File: config.mk
export PLATFORM = sky130hd
export DESIGN_NAME = bip_control
export DESIGN_NICKNAME = d
export VERILOG_FILES = /design/src/rtl/bip_pkg.sv /design/src/rtl/bip_decoder.sv /design/src/rtl/bip_control.sv
export SDC_FILE = /design/constraint.sdc
export NUM_CORES = 1
export LEC_CHECK = 0
export ABC_AREA = 1
export BUFFER_PORTS_ARGS = -buffer_cell sky130_fd_sc_hd__clkbuf_2
export CAP_MARGIN = 20
export CORE_ASPECT_RATIO = 1.25
export CORE_MARGIN = 2
export CORE_UTILIZATION = 48
export CTS_BUF_LIST = sky130_fd_sc_hd__clkbuf_16
export DETAILED_ROUTE_END_ITERATION = 10
export PLACE_DENSITY = 0.78
export SYNTH_ARGS = -nofsm -noshare
export SYNTH_HDL_FRONTEND = slang
export SYNTH_SLANG_ARGS = --single-unit
export TNS_END_PERCENT = 5
File: constraint.sdc
create_clock -name CLK -period 1.5 [get_ports CLK]
set_input_delay 0.075 -clock CLK [delete_from_list [all_inputs] [get_ports CLK]]
set_output_delay 0.075 -clock CLK [all_outputs]
set_load 0.03 [all_outputs]
File: src/rtl/bip_pkg.sv
// Shared BIP encodings: opcodes, datapath select/op codes and control FSM states.
// The accumulator datapath imports the same constants so both ends agree on encodings.
package bip_pkg;

    localparam logic [4:0] OPC_HLT  = 5'b00000;
    localparam logic [4:0] OPC_STO  = 5'b00001;
    localparam logic [4:0] OPC_LD   = 5'b00010;
    localparam logic [4:0] OPC_LDI  = 5'b00011;
    localparam logic [4:0] OPC_ADD  = 5'b00100;
    localparam logic [4:0] OPC_ADDI = 5'b00101;
    localparam logic [4:0] OPC_SUB  = 5'b00110;
    localparam logic [4:0] OPC_SUBI = 5'b00111;

    localparam logic [1:0] SELA_DM  = 2'd0;
    localparam logic [1:0] SELA_IMM = 2'd1;
    localparam logic [1:0] SELA_ALU = 2'd2;

    localparam logic SELB_IMM = 1'b0;
    localparam logic SELB_DM  = 1'b1;

    localparam logic OP_ADD = 1'b0;
    localparam logic OP_SUB = 1'b1;

    typedef enum logic [1:0] {
        ST_IDLE,
        ST_FETCH,
        ST_EXEC,
        ST_HALT
    } state_e;

endpackage

File: src/rtl/bip_decoder.sv
// Opcode decoder: turns the registered opcode into datapath selects and memory strobes.
// Everything is forced inactive unless the control FSM is in EXEC.
module bip_decoder
    import bip_pkg::*;
(
    input  logic [4:0] opcode,
    input  logic       exec,
    output logic [1:0] sel_a,
    output logic       sel_b,
    output logic       op,
    output logic       wr_acc,
    output logic       wr_ram,
    output logic       rd_ram,
    output logic       illegal
);

    always_comb begin
        sel_a   = SELA_DM;
        sel_b   = SELB_IMM;
        op      = OP_ADD;
        wr_acc  = 1'b0;
        wr_ram  = 1'b0;
        rd_ram  = 1'b0;
        illegal = 1'b0;
        if (exec) begin
            case (opcode)
                OPC_HLT: ;
                OPC_STO: wr_ram = 1'b1;
                OPC_LD: begin
                    sel_a  = SELA_DM;
                    wr_acc = 1'b1;
                    rd_ram = 1'b1;
                end
                OPC_LDI: begin
                    sel_a  = SELA_IMM;
                    wr_acc = 1'b1;
                end
                OPC_ADD, OPC_SUB: begin
                    sel_a  = SELA_ALU;
                    sel_b  = SELB_DM;
                    op     = (opcode == OPC_SUB) ? OP_SUB : OP_ADD;
                    wr_acc = 1'b1;
                    rd_ram = 1'b1;
                end
                OPC_ADDI, OPC_SUBI: begin
                    sel_a  = SELA_ALU;
                    sel_b  = SELB_IMM;
                    op     = (opcode == OPC_SUBI) ? OP_SUB : OP_ADD;
                    wr_acc = 1'b1;
                end
                default: illegal = 1'b1;
            endcase
        end
    end

endmodule

File: src/rtl/bip_control.sv
// BIP fetch/control stage: PC, IR, FETCH/EXEC sequencer, cycle counter and sticky
// illegal-opcode flag. Control outputs are decoded from IR so they are stable all of EXEC.
module bip_control
    import bip_pkg::*;
#(
    parameter int PC_W   = 11,
    parameter int DATA_W = 16,
    parameter int OPC_W  = 5,
    parameter int CNT_W  = 16
) (
    input  logic              CLK,
    input  logic              RESET,
    input  logic              START,
    input  logic [DATA_W-1:0] PM_DATA,
    output logic [PC_W-1:0]   PM_ADDR,
    output logic [PC_W-1:0]   OPERAND,
    output logic [1:0]        SEL_A,
    output logic              SEL_B,
    output logic              OP,
    output logic              WR_ACC,
    output logic              WR_RAM,
    output logic              RD_RAM,
    output logic              HALTED,
    output logic              ILLEGAL,
    output logic [CNT_W-1:0]  CYCLE_COUNT
);

    state_e            state_q, state_d;
    logic [PC_W-1:0]   pc_q, pc_d;
    logic [DATA_W-1:0] ir_q, ir_d;
    logic [CNT_W-1:0]  cnt_q, cnt_d;
    logic              ill_q, ill_d;

    logic [OPC_W-1:0]  opcode;
    logic              exec;
    logic [1:0]        dec_sel_a;
    logic              dec_sel_b, dec_op, dec_wr_acc, dec_wr_ram, dec_rd_ram, dec_illegal;

    assign opcode = ir_q[DATA_W-1 -: OPC_W];
    assign exec   = (state_q == ST_EXEC);

    bip_decoder u_decoder (
        .opcode  (opcode),
        .exec    (exec),
        .sel_a   (dec_sel_a),
        .sel_b   (dec_sel_b),
        .op      (dec_op),
        .wr_acc  (dec_wr_acc),
        .wr_ram  (dec_wr_ram),
        .rd_ram  (dec_rd_ram),
        .illegal (dec_illegal)
    );

    always_ff @(posedge CLK or negedge RESET) begin
        if (!RESET) begin
            state_q <= ST_IDLE;
        end else begin
            state_q <= state_d;
        end
    end

    always_comb begin
        state_d = state_q;
        case (state_q)
            ST_IDLE, ST_HALT: if (START) state_d = ST_FETCH;
            ST_FETCH:         state_d = ST_EXEC;
            ST_EXEC:          state_d = (opcode == OPC_HLT) ? ST_HALT : ST_FETCH;
            default:          state_d = ST_IDLE;
        endcase
    end

    always_ff @(posedge CLK or negedge RESET) begin
        if (!RESET) begin
            pc_q  <= '0;
            ir_q  <= '0;
            cnt_q <= '0;
            ill_q <= 1'b0;
        end else begin
            pc_q  <= pc_d;
            ir_q  <= ir_d;
            cnt_q <= cnt_d;
            ill_q <= ill_d;
        end
    end

    // Counter saturates rather than wrapping so long runs still read as "very long".
    always_comb begin
        pc_d  = pc_q;
        ir_d  = ir_q;
        cnt_d = cnt_q;
        ill_d = ill_q;
        case (state_q)
            ST_IDLE, ST_HALT: begin
                if (START) begin
                    pc_d  = '0;
                    cnt_d = '0;
                    ill_d = 1'b0;
                end
            end
            ST_FETCH: begin
                ir_d  = PM_DATA;
                cnt_d = (cnt_q == '1) ? cnt_q : cnt_q + 1'b1;
            end
            ST_EXEC: begin
                cnt_d = (cnt_q == '1) ? cnt_q : cnt_q + 1'b1;
                if (opcode != OPC_HLT) pc_d = pc_q + 1'b1;
                if (dec_illegal) ill_d = 1'b1;
            end
            default: ;
        endcase
    end

    always_comb begin
        PM_ADDR     = pc_q;
        OPERAND     = ir_q[PC_W-1:0];
        SEL_A       = dec_sel_a;
        SEL_B       = dec_sel_b;
        OP          = dec_op;
        WR_ACC      = dec_wr_acc;
        WR_RAM      = dec_wr_ram;
        RD_RAM      = dec_rd_ram;
        HALTED      = (state_q == ST_IDLE) || (state_q == ST_HALT);
        ILLEGAL     = ill_q;
        CYCLE_COUNT = cnt_q;
    end

endmodule

==> reports/results.ini <==
[run_status]
status = finished with violations
violations = negative setup slack

[die]
ioPinCount = 66
start_util = 0.504
die_area_mm2 = 0.00602
fp-row-count = 29
die_height_um = 86.2
core_mm2 = 0.00515
fp.dieW_um = 69.8

[logic_synthesis]
synthSimpleGateAreaFrac = 0.315
synth_mux_area_frac = 0
synth_adder_area_share = 0.0193
synth_area_mm2 = 0.00260
syn_area_per_cell_um2 = 7.49
synth_top_family_by_area = simple AND/OR/NAND/NOR gates
async_flop_share = 1.00
synth_nets = 370
yosys_warnings = 0
synth_compound_area_frac = 0.109
synth_cell_types = 36
synth_xor_area_frac = 0.00674
synth.ff_latch_count = 46
syn-instance-count = 347
ys.flop_type = dfrtp_1
synth-edff-count = 0
yosysSeqAreaShare = 0.443

[clock_network]
worstSkewPairLatency_ps = 280
cts_buffers = 5
clock_path_buffers = 2
clk_pin_slew_ps = 70
htreeDepth = 2
cts.sinks = 46
cts_tree = built
cts-root-buf = clkbuf_16

[critical_path]
r2r_cells = 9
r2r-start = state_q[0]$_DFFE_PN0P_
path_max_fanout = 4
reg2reg_setup_slack_ps = -10
worstSetupEndpointType = primary output
startpoint_type = register
crit_arrival_ps = 1560
required_ps = 1420
timing.rr.end = PM_ADDR[0]$_DFFE_PN0P_
crit_type = reg2out

[finish]
seqCellArea_mm2 = 0.00115
final_core_util = 0.687
nNetsFinal = 463
final_common_cell = nand2_1
fill_cells = 423
mostFrequentLayoutCells = nand2_1, clkbuf_2, dfrtp_1
diodes = 0
multi_input_comb_area_mm2 = 0.00125
area_growth_syn_to_layout_pct = 36.3
layout-drive-gt1-share = 0.317

[timing]
finalSetupViolations = 11
post-route-min-period_ps = 1640
finalCritPeriodShare = 1.09
tightestPinTransition_ps = 596
final-max-slew-violation-count = 0
timing.final.hold_violations = 0
clock_skew_ps = 8.13
max_slew_margin = 0.602
timing.setup.tns_ps = -678
rsz0062_at_grt = true
fmax_ghz = 0.611
setup_ws_ps = -137

[placement]
port_buffers = 65
routabilityCongestion = 0.893
dp_hpwl_mm = 4.41
pre_cts_ws_ps = -92.0

[worst_hold_path]
worstHoldPathCells = 3
holdPathEnd = ir_q[12]$_DFFE_PN0N_
hold_start = PM_DATA[12]
hp-class = in2reg

[drt]
ant_nets = 0
first_pass_iters = 4
viasPerCell = 5.09
drc_errors = 0
drt_iter0_markers = 170
drt-total-wl_mm = 6.39
routedWlPerCell_um = 12.7
num_vias = 2560

[grt]
grt_start_max_net_pins = 47
grt_pass1_vias = 2548
grt_usage = 0.224
grt_pass1_wl_mm = 11.0
antenna_found_initial = 0
grt_overflow = 0

[run]
maxCapViolCount = 0

[pwr]
p_leak_nw = 1.81
power_density_mw_per_mm2 = 1770
vdd_ir_drop_max_v = 0.00134

## worst max-delay path by stage
stage	depth (start not counted)	slack, ps	startpoint	endpoint
6_report	7	-140	state_q[0]$_DFFE_PN0P_	SEL_A[0]
4_1_cts	7	-180	state_q[0]$_DFFE_PN0P_	WR_RAM
3_3_place_gp	7	-50	state_q[0]$_DFFE_PN0P_	PM_ADDR[9]$_DFFE_PN0P_
5_1_grt	9	-220	state_q[0]$_DFFE_PN0P_	OP
3_5_place_dp	7	-90	state_q[0]$_DFFE_PN0P_	PM_ADDR[9]$_DFFE_PN0P_
2_1_floorplan	7	-220	state_q[0]$_DFFE_PN0P_	SEL_A[0]
## registers in the layout, indices dropped and copies added, names as in the netlist
signal / flops
ILLEGAL: 1
PM_ADDR: 11
ir_q: 16
CYCLE_COUNT: 16
state_q: 2
## logic make-up after synthesis
| family | count (synthesis) |
|---|---|
| xor gates and xnor gates | 2 |
| AOI/OAI and AO/OA | 49 |
| DFF | 46 |
| adders and majority gates | 4 |
| buffers and inverters | 55 |
| and+or+nand+nor | 191 |
## worst max-delay path: stages (launching register included)
cell	delay (ps)
dfrtp_1	390
inv_2	70
ha_4	140
inv_4	40
nor3_4	140
nand2_2	150
nor3_2	170
clkbuf_8	190
## routing by layer
| layer | track usage | vias to the layer above | wire length (µm) |
|---|---|---|---|
| met4 | 0.0682 | 0 | 82 |
| met2 | 0.426 | 65 | 3330 |
| met3 | 0.0430 | 11 | 290 |
| met5 | 0 | - | 0 |
| met1 | 0.251 | 1202 | 2680 |
| li1 | - | 1282 | - |
## stage by stage
stage | hold WS (ps) | power (mW) | instance area (µm²) | instances
after floorplan | -221 | 3.78 | 2620 | 347
after global placement | 201 | 4.38 | 3090 | 483
after detailed placement | 205 | 4.44 | 3090 | 483
after CTS | 3.20 | 5.98 | 3450 | 501
after global routing | 20.2 | 6.65 | 3540 | 503
final | 0.404 | 6.25 | 3540 | 503
## report_power, final
part           internal [mW]  switching [mW]  leakage, nW
Sequential              1.55           0.200        0.603
Clock                  0.958           0.480       0.0940
Combinational           1.10            1.96         1.11
Total                   3.61            2.64         1.81
## cell usage after synthesis, types with 2 or more instances
| master | n | area [µm²] |
|---|---|---|
| o21bai_1 | 3 | 22.5 |
| clkbuf_1 | 5 | 18.8 |
| nand2_2 | 3 | 18.8 |
| o21ai_1 | 6 | 30.0 |
| inv_1 | 33 | 124 |
| nand3b_1 | 3 | 22.5 |
| buf_4 | 11 | 82.6 |
| dfrtp_1 | 46 | 1150 |
| nand3_1 | 25 | 125 |
| ha_1 | 4 | 50.1 |
| nor3_1 | 2 | 10.0 |
| buf_6 | 2 | 22.5 |
| nand2_1 | 119 | 447 |
| a21oi_1 | 8 | 40.0 |
| nand4_1 | 6 | 37.5 |
| o21ai_0 | 24 | 120 |
| nor2_1 | 28 | 105 |
## final cells by class
| type | instances | share of cell area |
|---|---|---|
| Sequential cell | 46 | 0.326 |
| Timing Repair Buffer | 106 | 0.204 |
| Tap cell | 62 | 0.0219 |
| Clock inverter | 3 | 0.0194 |
| Inverter | 35 | 0.0392 |
| Multi-Input combinational cell | 246 | 0.355 |
| Clock buffer | 5 | 0.0353 |
## timing repair
action	in CTS	in global routing
gates resized for setup	23	19
buffers inserted	1	2
hold buffers	9	0
setup endpoints to repair	34	36
gates cloned	0	0
endpoints found under the hold margin	54	0
pin swaps	3	1
(Power assumes the default switching activity.)
